File: src/rtl/prach_fft3_sched.sv
// Scheduler that time-shares one 3-point DIT FFT datapath between two
// requesters. Each grant moves one 3-sample block. A small tag FIFO records
// which requester owns each block in flight, so every result triple leaving
// the FFT can be labelled with its owner.
//
// Handshake: a sample moves on a rising edge where reqk_valid && reqk_ready.
// reqk_ready depends only on the registered FSM state, never on reqk_valid.
// A requester holds its sample stable until that edge, and may drop valid
// between samples without losing its grant.
module prach_fft3_sched #(
    parameter int TAG_DEPTH = 4,
    parameter int NUM_REQ   = 2
) (
    input  logic        clk,
    input  logic        rst,
    input  logic [17:0] req0_dr,
    input  logic [17:0] req0_di,
    input  logic        req0_valid,
    output logic        req0_ready,
    input  logic [17:0] req1_dr,
    input  logic [17:0] req1_di,
    input  logic        req1_valid,
    output logic        req1_ready,
    output logic [17:0] fft_din_dr,
    output logic [17:0] fft_din_di,
    output logic        fft_din_dv,
    output logic        fft_sync_in,
    input  logic [17:0] fft_dout_dr,
    input  logic [17:0] fft_dout_di,
    input  logic        fft_dout_dv,
    input  logic        fft_sync_out,
    output logic [17:0] res_dr,
    output logic [17:0] res_di,
    output logic        res_dv,
    output logic        res_sync,
    output logic        res_id,
    output logic        err_orphan,
    output logic [1:0]  fsm_state
);

    localparam int ID_W  = (NUM_REQ > 1) ? $clog2(NUM_REQ) : 1;
    localparam int PTR_W = $clog2(TAG_DEPTH);

    typedef enum logic [1:0] {
        IDLE  = 2'd0,
        BUSY0 = 2'd1,
        BUSY1 = 2'd2
    } state_t;

    state_t           state;
    logic             prio;      // requester that wins when both are valid
    logic [1:0]       in_cnt;    // index of the next sample to accept in the block
    logic [1:0]       out_cnt;   // index expected for the next FFT output sample

    logic [ID_W-1:0]  tag_mem [TAG_DEPTH];
    logic [PTR_W-1:0] wr_ptr;
    logic [PTR_W-1:0] rd_ptr;
    logic [PTR_W:0]   tag_cnt;

    logic             tag_full;
    logic             tag_empty;
    logic             grant_req;
    logic             grant_id;
    logic             in_acc;
    logic             pop;
    logic [1:0]       out_idx;

    assign tag_full   = (tag_cnt == (PTR_W+1)'(TAG_DEPTH));
    assign tag_empty  = (tag_cnt == '0);
    assign req0_ready = (state == BUSY0);
    assign req1_ready = (state == BUSY1);
    assign in_acc     = (req0_ready && req0_valid) || (req1_ready && req1_valid);
    assign fsm_state  = state;

    // A sync from the FFT restarts the output count, so a stray sample cannot
    // misalign the triples that follow it.
    assign out_idx = fft_sync_out ? 2'd0 : out_cnt;
    assign pop     = fft_dout_dv && !tag_empty && (out_idx == 2'd2);

    // Grant decision in IDLE: round robin on contention, blocked while the tag FIFO is full.
    always_comb begin
        grant_req = 1'b0;
        grant_id  = 1'b0;
        if (state == IDLE && !tag_full) begin
            if (req0_valid && req1_valid) begin
                grant_req = 1'b1;
                grant_id  = prio;
            end else if (req0_valid) begin
                grant_req = 1'b1;
                grant_id  = 1'b0;
            end else if (req1_valid) begin
                grant_req = 1'b1;
                grant_id  = 1'b1;
            end
        end
    end

    // Block FSM: hold the grant until the third accepted sample of the block.
    always_ff @(posedge clk or posedge rst) begin
        if (rst) begin
            state  <= IDLE;
            prio   <= 1'b0;
            in_cnt <= 2'd0;
        end else begin
            case (state)
                IDLE: begin
                    if (grant_req) begin
                        state <= grant_id ? BUSY1 : BUSY0;
                        prio  <= ~grant_id;
                    end
                end
                BUSY0, BUSY1: begin
                    if (in_acc) begin
                        if (in_cnt == 2'd2) begin
                            in_cnt <= 2'd0;
                            state  <= IDLE;
                        end else begin
                            in_cnt <= in_cnt + 2'd1;
                        end
                    end
                end
                default: state <= IDLE;
            endcase
        end
    end

    // Register accepted samples toward the FFT; data holds when nothing is accepted.
    always_ff @(posedge clk or posedge rst) begin
        if (rst) begin
            fft_din_dr  <= '0;
            fft_din_di  <= '0;
            fft_din_dv  <= 1'b0;
            fft_sync_in <= 1'b0;
        end else begin
            fft_din_dv  <= in_acc;
            fft_sync_in <= in_acc && (in_cnt == 2'd0);
            if (in_acc) begin
                fft_din_dr <= (state == BUSY1) ? req1_dr : req0_dr;
                fft_din_di <= (state == BUSY1) ? req1_di : req0_di;
            end
        end
    end

    // Tag FIFO: push the owner on each grant, pop after the third output sample.
    always_ff @(posedge clk or posedge rst) begin
        if (rst) begin
            wr_ptr  <= '0;
            rd_ptr  <= '0;
            tag_cnt <= '0;
            for (int i = 0; i < TAG_DEPTH; i++) begin
                tag_mem[i] <= '0;
            end
        end else begin
            if (grant_req) begin
                tag_mem[wr_ptr] <= ID_W'(grant_id);
                wr_ptr          <= wr_ptr + 1'b1;
            end
            if (pop) begin
                rd_ptr <= rd_ptr + 1'b1;
            end
            case ({grant_req, pop})
                2'b10:   tag_cnt <= tag_cnt + 1'b1;
                2'b01:   tag_cnt <= tag_cnt - 1'b1;
                default: tag_cnt <= tag_cnt;
            endcase
        end
    end

    // Result stage: label each FFT output with its owner and flag outputs that have no owner.
    always_ff @(posedge clk or posedge rst) begin
        if (rst) begin
            res_dr     <= '0;
            res_di     <= '0;
            res_dv     <= 1'b0;
            res_sync   <= 1'b0;
            res_id     <= 1'b0;
            out_cnt    <= 2'd0;
            err_orphan <= 1'b0;
        end else begin
            res_dv   <= fft_dout_dv;
            res_sync <= fft_dout_dv && fft_sync_out;
            if (fft_dout_dv) begin
                res_dr  <= fft_dout_dr;
                res_di  <= fft_dout_di;
                res_id  <= tag_empty ? 1'b0 : tag_mem[rd_ptr][0];
                out_cnt <= (out_idx == 2'd2) ? 2'd0 : out_idx + 2'd1;
                if (tag_empty) begin
                    err_orphan <= 1'b1;
                end
            end
        end
    end

endmodule

File: config.mk
export PLATFORM = sky130hd
export DESIGN_NAME = prach_fft3_sched
export DESIGN_NICKNAME = d
export VERILOG_FILES = /design/src/rtl/prach_fft3_sched.sv
export SDC_FILE = /design/constraint.sdc
export NUM_CORES = 1
export LEC_CHECK = 0
export BUFFER_PORTS_ARGS = -buffer_cell sky130_fd_sc_hd__clkbuf_2
export CORE_MARGIN = 3
export CORE_UTILIZATION = 47
export DETAILED_ROUTE_END_ITERATION = 10
export PLACE_DENSITY = 0.89
export SYNTH_ARGS = -nofsm -noshare
export SYNTH_HDL_FRONTEND = slang
export SYNTH_SLANG_ARGS = --single-unit
export TNS_END_PERCENT = 5
File: constraint.sdc
create_clock -name clk -period 3.7 [get_ports clk]
set_input_delay 0.37 -clock clk [delete_from_list [all_inputs] [get_ports clk]]
set_output_delay 0.37 -clock clk [all_outputs]
set_load 0.005 [all_outputs]
==> out/summary.txt <==
Status = complete, no violations
Share of cells above drive strength 1 = 48.2%
Post-Synthesis Cells = 339
PnR Total Power = 3.53 mW
Initial DRC count = 63
Worst-case clock buffer depth = 2
Final Cycle Share = 65.9%
Synth area leaders = dfrtp_1, mux2_2, mux2i_1
# rows = 33
Most frequent cells in the layout = clkbuf_2, dfrtp_1, mux2_2, nand2_1, mux2i_1
Pin count of the biggest net entering global routing = 76
Setup TNS = 0 ns
Final wirelength = 9.65 mm
Vias/cell = 4.99
Syn Nets = 462
H-tree depth reported by CTS = 3
TritonCTS Buffers = 9
PostCTS Resize Cnt = 0
Nets = 655
Gpl congestion = 0.793
GRT Total Usage = 19.4%
CTS Sinks = 96
Die area = 10100 um2
Worst VDD drop = 449 uV
# fillers = 651
Pre-CTS setup slack = 1.28 ns
CP arrival = 2.73 ns
CP bufs+invs = 3
Most frequent CP cell = inv_1
Distinct cells, synth = 35
Fin cells = 642
Cells after DPL = 626
Layout area overhead = 30.1%
Critical Path Sink Type = flop
Post-DP HPWL = 7.58 mm
Actual slew at the worst max-slew pin = 1.00 ns
Post-DR wirelength/cell = 15.0 um
FF+latch area = 2400 um2
Synth Register Bits = 96
RSZ-0062 raised after global routing = no
Post-DRT Antenna Nets = 0
Syn Area/Cell = 12.3 um2
Seq/Total Area, Yosys = 57.5%
Maximum clock frequency = 410 MHz
Req. time, crit path = 3.99 ns
First-pass iteration count of the detailed router = 4
Die X = 100 um
Fin. Hold Viols = 0
Antenna violations before repair = 0
Grt total ovfl = 0
Slowest CP cell = dfrtp_1
CP cell instances = inv_1 > ha_1 > o21a_1 > and2_4 > inv_1 > ha_1 > inv_1 > fa_1 > xor2_1 > nor2_1 > xor2_1
Largest area contributor in the netlist = dfrtp_1
Ys Warns = 0
CP Class = flop to flop
CTS tree = built
Post-synth top area share = 57.5%
# hold bufs at CTS = 0
CP max stage delay = 0.45 ns
Detailed-route DRC error count = 0
CTS root buf = clkbuf_8
Layout Skew = 0.0144 ns
Worst setup SP type = flop
Crit-path leading delay family = adder cells
Leakage power = 2.78 nW
Vias in the first global route = 3420
Stages on worst setup path = 11
Clock latency at the later pin of the worst-skew pair = 0.36 ns
Antenna diodes = 0
Commonest non-fill, non-tap cell in the layout = clkbuf_2
Clock-pin slew on the worst setup and hold paths = 0.10 ns
Number of I/O pins = 196
Max_slew headroom = 33.0%
Post-layout minimum cycle time = 2.44 ns
Global-route wire length before repair = 15.5 mm
Initial Utilization = 49.6%
R2R cell count = 11
Die Y = 100 um
Port Buffer Count = 195
PnR worst setup slack = 1.26 ns
Post-synthesis cell area = 4180 um2
Setup Fix Bufs, Post-CTS = 0
Final setup viols = 0
HP Class = input pin to async pin
Fin. max-slew vios = 0
Via Count = 3202
Maximum fanout along the worst path = 5
Max-cap violations = 0
Multi-input logic area = 1630 um2
Power Density = 648 nW/um2
Core area = 8420 um2
## cells in the mapped netlist
| cell type | instances |
|---|---|
| nor4bb_1 | 1 |
| xor2_1 | 3 |
| nor2b_1 | 1 |
| o21bai_1 | 1 |
| or3b_1 | 1 |
| a22oi_2 | 1 |
| nor3b_1 | 1 |
| ha_1 | 8 |
| nor3_1 | 2 |
| nand3_1 | 6 |
| inv_1 | 15 |
| or3_1 | 1 |
| o211ai_1 | 6 |
| buf_2 | 12 |
| mux2_1 | 4 |
| a21oi_1 | 2 |
| fa_1 | 1 |
| buf_6 | 1 |
| clkbuf_1 | 5 |
| a21o_1 | 1 |
| mux4_2 | 1 |
| nand2b_1 | 1 |
| dfrtp_1 | 96 |
| o21ai_0 | 31 |
| and2_4 | 1 |
| nand2_1 | 38 |
| mux2_2 | 38 |
| o21a_1 | 2 |
| and2_1 | 2 |
| o2111ai_1 | 2 |
| o21ai_1 | 7 |
| nor2_1 | 6 |
| xnor2_1 | 3 |
| mux2i_1 | 37 |
| mux2_4 | 1 |
## path summary, 6_finish.rpt
path,startpoint,to,slack (ns)
worst max-delay path,fsm_state[0],tag_cnt[2],1.26
worst min register to register,fft_din_di[9],fft_din_di[9],0.48
max in group asynchronous,rst,fft_din_dr[4],2.68
worst min-delay path,rst,res_dr[5],0.19
worst max register to register,fsm_state[0],tag_cnt[2],1.26
min in group clk,fft_dout_di[12],res_di[12],0.23
## where the power goes
part           switching [mW]  internal (mW)
clock                   0.376          0.322
combinational           0.650          0.606
sequential              0.194           1.38
total                    1.22           2.30
## per-stage QoR
step | hold WS, ns | util (%) | area [um2]
after floorplan | 0.401 | - | 4180
final | 0.185 | 64.6 | 5440
after global placement | 0.464 | 62.2 | 5240
after global routing | 0.219 | 64.6 | 5440
after detailed placement | 0.467 | 62.2 | 5240
after CTS | 0.209 | 64.6 | 5440
## metal layers
metal / wire length (um) / track usage [%]
met5: 0 / 0
met4: 162 / 8.50
met3: 447 / 2.36
met2: 5240 / 35.6
met1: 3800 / 22.4
## kinds of logic after synthesis
kind of cell             synth area share, %
flip-flops                              57.5
multiplexers                            21.1
AND/OR/NAND/NOR                         6.50
AO/OA/AOI/OAI                           7.31
buffers and inverters                   3.50
adder cells (fa/ha/maj)                 2.87
XOR/XNOR                                1.26
## flip-flops by register name, summed over array words and instances (netlist names), 2 cells and up
register	flops
out_cnt	2
wr_ptr	2
res_di	18
in_cnt	2
fsm_state	2
fft_din_di	18
res_dr	18
tag_mem	4
fft_din_dr	18
rd_ptr	2
tag_cnt	3
## final cells by class
class | count | share of cell area, %
Sequential cell | 96 | 44.2
Multi-Input combinational cell | 210 | 30.0
Timing Repair Buffer | 200 | 18.6
Tap cell | 105 | 2.42
Clock buffer | 10 | 2.35
Clock inverter | 6 | 1.33
Inverter | 15 | 1.06
Note: power is estimated with default switching activity, not from simulation.
